`src/rtl/traffic_ctrl_param.sv`:
```
// traffic_ctrl_param
//   Intersection controller for a main street, a side street and one
//   pedestrian crossing. Phase durations are given in seconds; a prescaler
//   derived from clk produces a one-cycle second tick.
//
// Ports
//   clk          system clock, rising edge
//   reset        synchronous, active-low reset
//   sensor       side-street vehicle sensor (level)
//   button_walk  pedestrian request (pulse of one cycle or more)
//   flash_mode   night flashing request (level)
//   light_main   main lamps {red,yellow,green}
//   light_side   side lamps {red,yellow,green}
//   light_walk   walk lamp
//   walk_pending latched, not yet served pedestrian request
//   state_dbg    current FSM state encoding (debug visibility)
module traffic_ctrl_param #(
  parameter int TICKS_PER_SEC = 100000000,
  parameter int T_GREEN       = 6,
  parameter int T_EXT         = 3,
  parameter int T_YELLOW      = 2,
  parameter int T_WALK        = 3,
  parameter int T_ALLRED      = 1,
  parameter int SEC_W         = 4
) (
  input  logic       clk,
  input  logic       reset,
  input  logic       sensor,
  input  logic       button_walk,
  input  logic       flash_mode,
  output logic [2:0] light_main,
  output logic [2:0] light_side,
  output logic       light_walk,
  output logic       walk_pending,
  output logic [3:0] state_dbg
);

  localparam int PW = (TICKS_PER_SEC > 1) ? $clog2(TICKS_PER_SEC) : 1;
  localparam logic [PW-1:0] PRESC_LAST = PW'(TICKS_PER_SEC - 1);

  // Last seconds-counter value of each timed phase.
  localparam logic [SEC_W-1:0] S_GREEN  = SEC_W'(T_GREEN - 1);
  localparam logic [SEC_W-1:0] S_EXT    = SEC_W'(T_EXT - 1);
  localparam logic [SEC_W-1:0] S_YELLOW = SEC_W'(T_YELLOW - 1);
  localparam logic [SEC_W-1:0] S_WALK   = SEC_W'(T_WALK - 1);
  localparam logic [SEC_W-1:0] S_ALLRED = SEC_W'((T_ALLRED > 0) ? T_ALLRED - 1 : 0);
  localparam bit HAS_CLR = (T_ALLRED > 0);

  localparam logic [2:0] LAMP_RED = 3'b100;
  localparam logic [2:0] LAMP_YEL = 3'b010;
  localparam logic [2:0] LAMP_GRN = 3'b001;
  localparam logic [2:0] LAMP_OFF = 3'b000;

  typedef enum logic [3:0] {
    MAIN_GRN = 4'd0,
    MAIN_EXT = 4'd1,
    MAIN_YEL = 4'd2,
    CLR1     = 4'd3,
    WALK     = 4'd4,
    SIDE_GRN = 4'd5,
    SIDE_EXT = 4'd6,
    SIDE_YEL = 4'd7,
    CLR2     = 4'd8,
    FLASH    = 4'd9
  } state_t;

  state_t           state, state_d;
  logic [PW-1:0]    presc;
  logic [SEC_W-1:0] sec;
  logic [SEC_W-1:0] sec_last;
  logic             tick, expire;
  logic             flash_on, flash_on_d;
  logic             walk_d;
  logic [2:0]       main_d, side_d;
  logic             lamp_walk_d;

  assign tick      = (presc == PRESC_LAST);
  assign state_dbg = state;

  always_comb begin
    sec_last = S_GREEN;
    case (state)
      MAIN_GRN, SIDE_GRN: sec_last = S_GREEN;
      MAIN_EXT, SIDE_EXT: sec_last = S_EXT;
      MAIN_YEL, SIDE_YEL: sec_last = S_YELLOW;
      CLR1, CLR2:         sec_last = S_ALLRED;
      WALK:               sec_last = S_WALK;
      default:            sec_last = '0;
    endcase
  end

  // A phase ends on the edge where its D-th second tick fires.
  assign expire = tick && (sec == sec_last);

  always_comb begin
    state_d = state;
    case (state)
      MAIN_GRN: if (expire) state_d = sensor ? MAIN_EXT : MAIN_YEL;
      MAIN_EXT: if (expire) state_d = MAIN_YEL;
      MAIN_YEL: if (expire) begin
        if (flash_mode)   state_d = FLASH;
        else if (HAS_CLR) state_d = CLR1;
        else              state_d = walk_pending ? WALK : SIDE_GRN;
      end
      CLR1:     if (expire) state_d = walk_pending ? WALK : SIDE_GRN;
      WALK:     if (expire) state_d = SIDE_GRN;
      SIDE_GRN: if (expire) state_d = sensor ? SIDE_EXT : SIDE_YEL;
      SIDE_EXT: if (expire) state_d = SIDE_YEL;
      SIDE_YEL: if (expire) begin
        if (flash_mode)   state_d = FLASH;
        else if (HAS_CLR) state_d = CLR2;
        else              state_d = MAIN_GRN;
      end
      CLR2:     if (expire) state_d = MAIN_GRN;
      FLASH:    if (tick && !flash_mode) state_d = HAS_CLR ? CLR2 : MAIN_GRN;
      default:  state_d = MAIN_GRN;
    endcase
  end

  // Flash phase starts lit and toggles on every second tick it stays.
  always_comb begin
    flash_on_d = flash_on;
    if (state_d == FLASH && state != FLASH) flash_on_d = 1'b1;
    else if (state == FLASH && tick)        flash_on_d = ~flash_on;
  end

  // Entering WALK clears the request and wins over a press on that edge.
  always_comb begin
    walk_d = walk_pending;
    if (state_d == WALK && state != WALK)  walk_d = 1'b0;
    else if (button_walk && state != WALK) walk_d = 1'b1;
  end

  // Lamps are decoded from the next state so the registered outputs
  // change on the same edge as the state register.
  always_comb begin
    main_d      = LAMP_RED;
    side_d      = LAMP_RED;
    lamp_walk_d = 1'b0;
    case (state_d)
      MAIN_GRN, MAIN_EXT: main_d = LAMP_GRN;
      MAIN_YEL:           main_d = LAMP_YEL;
      WALK:               lamp_walk_d = 1'b1;
      SIDE_GRN, SIDE_EXT: side_d = LAMP_GRN;
      SIDE_YEL:           side_d = LAMP_YEL;
      FLASH: begin
        main_d = flash_on_d ? LAMP_YEL : LAMP_OFF;
        side_d = flash_on_d ? LAMP_RED : LAMP_OFF;
      end
      default: ;
    endcase
  end

  always_ff @(posedge clk) begin
    if (!reset) begin
      state        <= MAIN_GRN;
      presc        <= '0;
      sec          <= '0;
      flash_on     <= 1'b0;
      walk_pending <= 1'b0;
      light_main   <= LAMP_GRN;
      light_side   <= LAMP_RED;
      light_walk   <= 1'b0;
    end else begin
      state        <= state_d;
      flash_on     <= flash_on_d;
      walk_pending <= walk_d;
      light_main   <= main_d;
      light_side   <= side_d;
      light_walk   <= lamp_walk_d;
      if (state_d != state) begin
        presc <= '0;
        sec   <= '0;
      end else if (tick) begin
        presc <= '0;
        sec   <= sec + 1'b1;
      end else begin
        presc <= presc + 1'b1;
      end
    end
  end

endmodule
```
`config.mk`:
```
export PLATFORM = sky130hd
export DESIGN_NAME = traffic_ctrl_param
export DESIGN_NICKNAME = d
export VERILOG_FILES = /design/src/rtl/traffic_ctrl_param.sv
export SDC_FILE = /design/constraint.sdc
export NUM_CORES = 1
export LEC_CHECK = 0
export BUFFER_PORTS_ARGS = -buffer_cell sky130_fd_sc_hd__buf_4
export CORE_UTILIZATION = 50
export CTS_CLUSTER_DIAMETER = 120
export DETAILED_ROUTE_END_ITERATION = 12
export HOLD_SLACK_MARGIN = 0.06
export PLACE_DENSITY = 0.68
export SLEW_MARGIN = 40
export SYNTH_ARGS = -nofsm -noshare
export SYNTH_HDL_FRONTEND = slang
export SYNTH_SLANG_ARGS = --single-unit
export TNS_END_PERCENT = 100
```
`constraint.sdc`:
```
create_clock -name clk -period 5.9 [get_ports clk]
set_input_delay 1.18 -clock clk [delete_from_list [all_inputs] [get_ports clk]]
set_output_delay 1.18 -clock clk [all_outputs]
set_load 0.05 [all_outputs]
```
# Word-level counts from Yosys, hierarchy flattened
# Memories as Yosys holds them, arrays and structs flattened. A register that Yosys moved wholly into a read port is not among the register bits.
# Cells that the tools add are included.
[word_totals]
in_bits = 5
rom_bits = 48
mem_count = 1
elab_cells = 72
ff_bits = 44
[memory_table]
columns = ["memory", "words", "width", "rd", "rd_ports_with_merged_regs", "write_ports", "line", "rtl"]
rows = [
  ["(no name shown)", 16, 3, 1, 1, 0, "82", "case (state)"],
]
[op_classes]
n_reduce_logical = 14
mux = 24
bitwise_logic = 2
n_eq_ne = 21
add_sub_neg = 2
[ops]
columns = ["cell", "count"]
rows = [
  ["4-bit 2-to-1 mux", 12],
  ["4-bit one-hot mux with 10 select lines", 1],
  ["4-bit by 3-bit equality test with 1-bit output, second input constant", 8],
  ["27-bit by 1-bit adder with 27-bit output, second input constant", 1],
  ["27-bit equality test, second input constant", 1],
  ["3-bit one-hot mux with 3 select lines", 2],
  ["4-bit by 2-bit equality test with 1-bit output, second input constant", 3],
  ["4-bit equality test, second input constant", 3],
  ["4-bit by 1-bit equality test with 1-bit output, second input constant", 2],
  ["4-bit logical NOT", 2],
  ["2-bit OR reduction", 4],
  ["1-bit logical AND", 6],
  ["1-bit 2-to-1 mux", 6],
  ["4-bit by 1-bit adder with 4-bit output, second input constant", 1],
  ["4-bit equality test", 1],
  ["2-bit 2-to-1 mux", 2],
  ["4-bit by 3-bit != test with 1-bit output, second input constant", 1],
  ["4-bit != test", 1],
  ["4-bit != test, second input constant", 1],
  ["3-bit 2-to-1 mux", 1],
  ["3-bit OR reduction", 1],
  ["1-bit NOT", 2],
  ["1-bit logical NOT", 1],
]

# Longest topological paths before layout
# Gate-level depths: netlist (run 1).
[logic_depth]
ltp_word = 9
mapped_depth = 10
mapped_depth_nobuf = 8

# Worst setup path after synthesis (run 1)
# OpenSTA, ideal clock, no wires.
[synth_path]
path_type = "input -> register"
from = "input flash_mode"
to = "register flash_on"
path_stages = 6
arrival_time_ps = 2349
path_slack_ps = 3463
required_time_ps = 5812
path_buffers = 0
path_cell_list = "and3_1 -> o22ai_1 -> a211o_2 -> and3_4 -> o31a_1 -> a311oi_2"
[synth_between]
elab_chain_len = 7
word_cells_on_any_way = 11
cone_classes = "1 x eq/ne; 7 x mux; 3 x reduce/logical"
[synth_rtl]
columns = ["item", "line", "rtl"]
rows = [
  ["start: declaration", "30", "input logic flash_mode,"],
  ["1-bit logical NOT", "115", "FLASH: if (tick && !flash_mode) state_d = HAS_CLR ? CLR2 : MAIN_GRN;"],
  ["1-bit logical AND", "115", ""],
  ["4-bit 2-to-1 mux", "115", ""],
  ["4-bit one-hot mux with 10 select lines *", "97", "case (state)"],
  ["4-bit equality test *", "123", "if (state_d == FLASH && state != FLASH) flash_on_d = 1'b1;"],
  ["1-bit logical AND *", "123", ""],
  ["1-bit 2-to-1 mux *", "123", ""],
  ["end signal: assignment", "166", "flash_on <= flash_on_d;"],
  ["end: declaration", "72", "logic flash_on, flash_on_d;"],
]
# Every way passes the cells marked *; elsewhere a longest branch is shown, timed or not.
# A chain may end at the register's enable or synchronous reset.

# Worst setup path after layout (run 1)
[layout_path]
from = "register sec[2]"
to = "register flash_on"
[layout_between]
elab_chain_len = 7
word_cells_on_any_way = 15
cone_classes = "2 x eq/ne; 11 x mux; 2 x reduce/logical"
[layout_rtl]
columns = ["item", "line", "rtl"]
rows = [
  ["start: declaration", "69", "logic [SEC_W-1:0] sec;"],
  ["start signal: assignment", "176", "sec <= sec + 1'b1;"],
  ["4-bit equality test *", "93", "assign expire = tick && (sec == sec_last);"],
  ["1-bit logical AND *", "93", ""],
  ["4-bit 2-to-1 mux (tied with other cells)", "114", "CLR2: if (expire) state_d = MAIN_GRN;"],
  ["4-bit one-hot mux with 10 select lines *", "97", ""],
  ["4-bit equality test *", "123", ""],
  ["1-bit logical AND *", "123", ""],
  ["1-bit 2-to-1 mux *", "123", ""],
]
# Marked as above.

==> results.md, run 1 <==
- Status: completed
- N_diodes: 0
- Post-route ant nets: 0
- CP endpoint kind: flip-flop
- Die Wd: between 70 and 80 um
- H-tree Lvls: 2
- Cell area after layout: ~2600 um2
- Initial antenna violation count: 0
- Area grow syn2layout: 10.04%
- Post-synth EDFFs: 0
- Max Fclk: between 300 and 400 MHz
- Crit path DAT: around 2800 ps
- Slew Limit Fails: 0
- Row count: 24
- PortBufs: 16
- R2R cell count: 7
- Syn nets: between 200 and 300
- Max_slew headroom: 0.6343
- HPWL after detailed placement: 3378 um
- Routability congestion estimate: about 0.83
- Nets@finish: 296
- Post-cts sizing count: 0
- Crit-path max FO: 12
- PwrDens: roughly 220 nW/um2
- # Post-CTS Setup Buffers: 0
- Met3 Resource Use GR: 0.04079
- Mean post-synth cell area: approximately 8.6 um2
- Skew final: between 10 and 15 ps
- GR met2 Demand/Resource: 0.3238
- Crit-path cells: xor2_1 > or4_1 > nor4_4 > nand4_1 > and3_4 > o31a_1 > a311oi_2
- Floorplan die height: 71.37 um
- Top_reg_cell synth: dfxtp_1
- Die ar.: between 5000 and 6000 um2
- Largest net degree at the start of global routing: 32
- Initial Util: 0.5378
- Placeable core area: 4474 um2
- Post-CTS Hold Fix Bufs: 0
- Vias in the first global route: 1847
- Peak VDD IR: approximately 0.00015 V
- Setup TNS Final: 0 ps
- Aggregate routed wire length: 4796 um
- CTS clock-pin slew for the worst setup and hold paths: around 90 ps
- Leakage power: between 0.001 and 0.0015 uW
- DP Area: around 2500 um2
- Hold Fails Final Rpt: 0
- Largest stage delay, worst path: around 690 ps
- Critical Path RT: 6110 ps
- Final setup viols: 0
- R2r setup slk: between 3000 and 4000 ps
- Cell Area, Synth: roughly 2400 um2
- Syn Inst Count: 279
- Final Core Density: 0.5917
- RSZ-0062 raised after global routing: no
- CTS tree: built
- Ys async rst share: 0
- CTS sink cnt: 47
- Num ports: 17
- Worst-Margin Slew: 547.8 ps
- Drt first pass iters: 4
- Final Cycle Share: 0.4393
- Grt ovf: 0
- Max_cap viols: 0
- Share of cells above drive strength 1: 0.1414
- YS warnings: 0
- Post-route minimum period: approximately 2600 ps
- Critical path's slowest cell: or4_1
- DR iter-0 viols: around 170
- Hold Path Depth: 1
- Met1 global-route usage: 0.2916
- Via density: around 5.7
- CTS Buf Count: 5
- Routed length per instance: approximately 14 um
- CP startpoint kind: flip-flop
- DRC Markers: 0
- GRT busiest layer: met2
- First-pass GRT wire length: between 8000 and 9000 um
- Clock Latency Late Sink: approximately 300 ps
- Hold Path Class: reg2reg
- Vias: approximately 2000
- Tot GR Track Use: 0.2096
- Clock Tree Buf Depth: 2
- Crit Path Class: reg2reg
- Synthesized flop and latch total: 47
- Register area share after synthesis: 0.3911
- CTS Root Cell: clkbuf_8
- Post-synthesis cell type count: 51
-- logic make-up after synthesis --
family          synth area share
flops                     0.3911
mux                     0.008321
fa+ha+maj                0.01040
xor+xnor                  0.1269
simple gates              0.3385
buf+inv                  0.03952
compound gates           0.08528
-- path summary, 6_finish.rpt --
kind                       start             endpoint
max          sec[2]$_SDFFE_PP0N_  flash_on$_SDFF_PN0_
min          presc[0]$_SDFF_PP0_  presc[0]$_SDFF_PP0_
max reg2reg  sec[2]$_SDFFE_PP0N_  flash_on$_SDFF_PN0_
min reg2reg  presc[0]$_SDFF_PP0_  presc[0]$_SDFF_PP0_
-- synthesized netlist by cell type (5+ instances only) --
master     n  area, um2
and2_1     5      31.28
and3_1    12      75.07
clkbuf_1   9      33.78
dfxtp_1   47      940.9
inv_1      5      18.77
nand2_1   20      75.07
nand2b_1   5      31.28
nand3_1   13      65.06
nand4_1    7      43.79
nor2_1    34      127.6
nor3_1    17      85.08
o21ai_0    7      35.03
xnor2_1   15      131.4
xor2_1    18      157.7
-- worst max-delay path, delay by kind of cell (launching register included) --
family | cells | cell delay [ps]
compound gates | 2 | 550
xor+xnor | 1 | 190
flops | 1 | 350
simple gates | 4 | 1400
-- state kept, by name, indices dropped and copies added (netlist names) --
name          cells
light_walk        1
sec_last          3
flash_on          1
sec               4
presc            27
light_main        3
state_dbg         4
walk_pending      1
light_side        3
-- per-stage QoR --
stage               hold WS (ps)  power, uW  worst slack [ps]  std cells
detailed placement         457.9      345.3              3168        334
floorplan                  433.1      340.0              3463        279
finish                     465.2      581.5              3308        342
global placement           453.0      345.3              3170        334
CTS                        471.7      588.4              3306        342
global route               474.6      605.1              3074        342
-- cell type report --
class                      instances  area (um2)
clock inverter                     2       35.03
clock buffer                       6       82.58
fill                             416        1827
inverter                           5       18.77
multi-input combinational        212        1370
sequential                        47       940.9
tap                               52       65.06
timing repair buffer              18       135.1
-- placed cells by master (no fill, tap or decap), drive strengths merged, types with 5 or more instances in the layout --
master,n
nor3,21
nand3,13
dfxtp,47
inv,5
nand2b,5
nand4,7
buf,18
and2,5
nor2,34
xor2,18
xnor2,16
nand2,21
and3,13
o21ai,8
nor4,5
clkbuf,6
-- power by group --
| part | switching [uW] | internal [uW] | total (uW) |
|---|---|---|---|
| Sequential | 1.48 | 319 | 321 |
| Combinational | 10.4 | 6.49 | 16.9 |
| Clock | 107 | 137 | 244 |
| Total | 119 | 463 | 581 |
-- per-layer routing --
layer / up-vias / wire [um]
met5: - / 0
met4: 0 / 72
met3: 7 / 140
met2: 31 / 2119
met1: 910 / 2463
li1: 1002 / -
Note: power is estimated with default switching activity, not from simulation.
==> run 2: changes to the inputs <==
--- a/config.mk
+++ b/config.mk
@@ -10,7 +10,7 @@
 export CTS_CLUSTER_DIAMETER = 120
 export DETAILED_ROUTE_END_ITERATION = 12
 export HOLD_SLACK_MARGIN = 0.06
-export PLACE_DENSITY = 0.68
+export PLACE_DENSITY = 0.71
 export SLEW_MARGIN = 40
 export SYNTH_ARGS = -nofsm -noshare
 export SYNTH_HDL_FRONTEND = slang
==> constraint.sdc (replaced) <==
create_clock -name clk -period 2.1 [get_ports clk]
set_input_delay 0.42 -clock clk [delete_from_list [all_inputs] [get_ports clk]]
set_output_delay 0.42 -clock clk [all_outputs]
set_load 0.05 [all_outputs]
==> run 2 against run 1 <==
Effect of this change:
- the run now ends with setup timing left
- clock skew fell by 7.2 ps
- design area is 30% higher
- wire length is 40% higher
- critical path depth up 4
- power rose to 2.9 times the previous value
- register-to-register slack got worse by 3500 ps
- sequential cell count unchanged
- clock power rose to 2.8 times the previous value
- sequential power grew to 2.8 times the previous value
- critical endpoint is now sec[2]$_SDFFE_PP0N_
- highest routed layer unchanged
==> results.md, run 2 (same netlist as run 1, synthesis figures left out) <==
- DRC Markers: 0 (unchanged)
- RSZ-0062 raised after global routing: yes
- Leakage power: 0.001449 uW (+42%)
- Max_slew headroom: 0.7535 (+0.1192)
- CP startpoint kind: flip-flop
- Nets@finish: 362 (+22%)
- Routability congestion estimate: 0.8582 (+3.1%)
- Reg area: 954.7 um2 (+1.5%)
- Placed insts: 382 (+14%)
- Post-CTS Hold Fix Bufs: 0 (unchanged)
- HPWL after detailed placement: 3899 um (+15%)
- CTS sink cnt: 47 (unchanged)
- Commonest cells after routing, fill and taps aside: buf_4 (74), dfxtp_1 (38), nor2_1 (34)
- H-tree Lvls: 2 (unchanged)
- Crit path DAT: 2520 ps (-280 ps)
- CTS clock-pin slew for the worst setup and hold paths: 80 ps (about the same)
- Slew Limit Fails: 0 (unchanged)
- Aggregate routed wire length: 6724 um (+40%)
- PwrDens: 487.6 nW/um2 (+120%)
- DR iter-0 viols: 185 (+11%)
- Setup TNS Final: -8363 ps (-8363 ps)
- Hold slack: 385.7 ps (-79.59 ps)
- Post-route setup slack: -225.1 ps (-3533 ps)
- Final setup viols: 45 (+45)
- Vias in the first global route: 2227 (+21%)
- Placeable core area: 4474 um2 (unchanged)
- Skew final: 5.836 ps (-7.230 ps)
- Share of cells above drive strength 1: 0.3961 (+0.2547)
- Biggest register: presc
- CTS Buf Count: 5 (unchanged)
- Largest register FFs: 27 (unchanged)
- CP endpoint kind: flip-flop
- Hold Fails Final Rpt: 0 (unchanged)
- Via density: 5.701 (about the same)
- Crit-path max FO: 7 (-5)
- Num ports: 17 (unchanged)
- Post-route insts no fill: 408 (+19%)
- R2r setup slk: -230 ps (-3530 ps)
- Largest net degree at the start of global routing: 19 (-41%)
- Clock Tree Buf Depth: 2 (unchanged)
- Floorplan die height: 71.37 um (unchanged)
- Die Wd: 71.37 um (unchanged)
- Row count: 24 (unchanged)
- Most common cell after layout, fill and taps aside: buf_4
- Area grow syn2layout: 43.11%
- Worst-Margin Slew: 364.7 ps (-183.2 ps)
- Failing checks: setup timing
- Area occupied by multi-input gates: 1564 um2 (+14%)
- Final Core Density: 0.7696 (+0.1779)
- Hold Path Class: in2reg
- Post-route minimum period: 2325 ps (-266.7 ps)
- Tot Pwr: 1679 uW (+190%)
- Max_cap viols: 0 (unchanged)
- Drt first pass iters: 4 (unchanged)
- Initial Util: 0.5378 (unchanged)
- CTS tree: built
- Max Fclk: 430.1 MHz (+11%)
- Final Cycle Share: 1.107 (+0.6679)
- Routed length per instance: 16.48 um (+18%)
- Tot GR Track Use: 0.2708 (+0.06118)
- Post-route ant nets: 0 (unchanged)
- First-pass GRT wire length: 10740 um (+26%)
- Grt ovf: 0 (unchanged)
- Status: finished with violations
- Filler cells: 291 (-30%)
- Peak VDD IR: 0.0004360 V (+200%)
- Critical Path RT: 2290 ps (-3820 ps)
- Clock Latency Late Sink: 300 ps (about the same)
- PortBufs: 16 (unchanged)
- Die ar.: 5094 um2 (unchanged)
- Initial antenna violation count: 0 (unchanged)
- Vias: 2326 (+19%)
- Crit Path Class: reg2reg
- N_diodes: 0 (unchanged)
- CTS Root Cell: clkbuf_8
==> run 2: cell count changes in the layout (fill, tap and decap cells not counted), moves of 4 or more <==
cell	delta
buf_4	+56
dfxtp_1	-9
dfxtp_2	+8
buf_6	+4
==> run 2: path summary, 6_finish.rpt <==
| path | startpoint | endpoint | cells after the start |
|---|---|---|---|
| setup reg to reg | sec_last[2]$_SDFF_PP0_ | sec[2]$_SDFFE_PP0N_ | 11 |
| hold / removal | reset | sec_last[0]$_SDFF_PP0_ | 2 |
| hold reg to reg | presc[0]$_SDFF_PP0_ | presc[0]$_SDFF_PP0_ | 2 |
| setup / recovery | sec_last[2]$_SDFF_PP0_ | sec[2]$_SDFFE_PP0N_ | 11 |
==> run 2: cell type report <==
| type | instances | share of cell area |
|---|---|---|
| Inverter | 5 | 0.005451 |
| Clock buffer | 6 | 0.02398 |
| Multi-Input combinational cell | 213 | 0.4542 |
| Tap cell | 52 | 0.01890 |
| Sequential cell | 47 | 0.2773 |
| Clock inverter | 2 | 0.01017 |
| Timing Repair Buffer | 83 | 0.2100 |
==> run 2: metrics by stage <==
| stage | cell area (um2) | setup slack (ps) |
|---|---|---|
| after CTS | 3299 | -191.9 |
| after global placement | 2970 | -156.5 |
| after global routing | 3443 | -306.0 |
| after floorplan | 2495 | -29.43 |
| final | 3443 | -225.1 |
| after detailed placement | 2970 | -182.8 |
==> run 2: worst max-delay path, stage by stage, from the launching register on <==
cell,delay (ps)
dfxtp_2,330
xor2_2,170
or4_4,530
buf_6,160
buf_6,120
nor4_4,150
a211oi_1,110
a21o_1,210
nand3_4,130
buf_4,130
buf_4,130
nor3_2,50
==> run 2: layer usage <==
metal  vias up  share of wire  global-route usage
met5         -              0                   0
met4         0          0.020             0.09111
met3        19          0.061             0.05767
met2        86           0.48              0.4243
met1      1077           0.44              0.3717
li1       1144              -                   -
==> run 2: timing repair <==
| item | 4_1_cts | 5_1_grt |
|---|---|---|
| cloned | 3 | 1 |
| resized for setup | 18 | 18 |
| setup endpoints to repair | 43 | 46 |
| pin swaps | 3 | 7 |
| setup buffers | 8 | 7 |
==> run 2: power breakdown <==
part           internal, uW  switching [uW]
registers               896            3.81
logic                  52.0            44.2
clock network           385             298
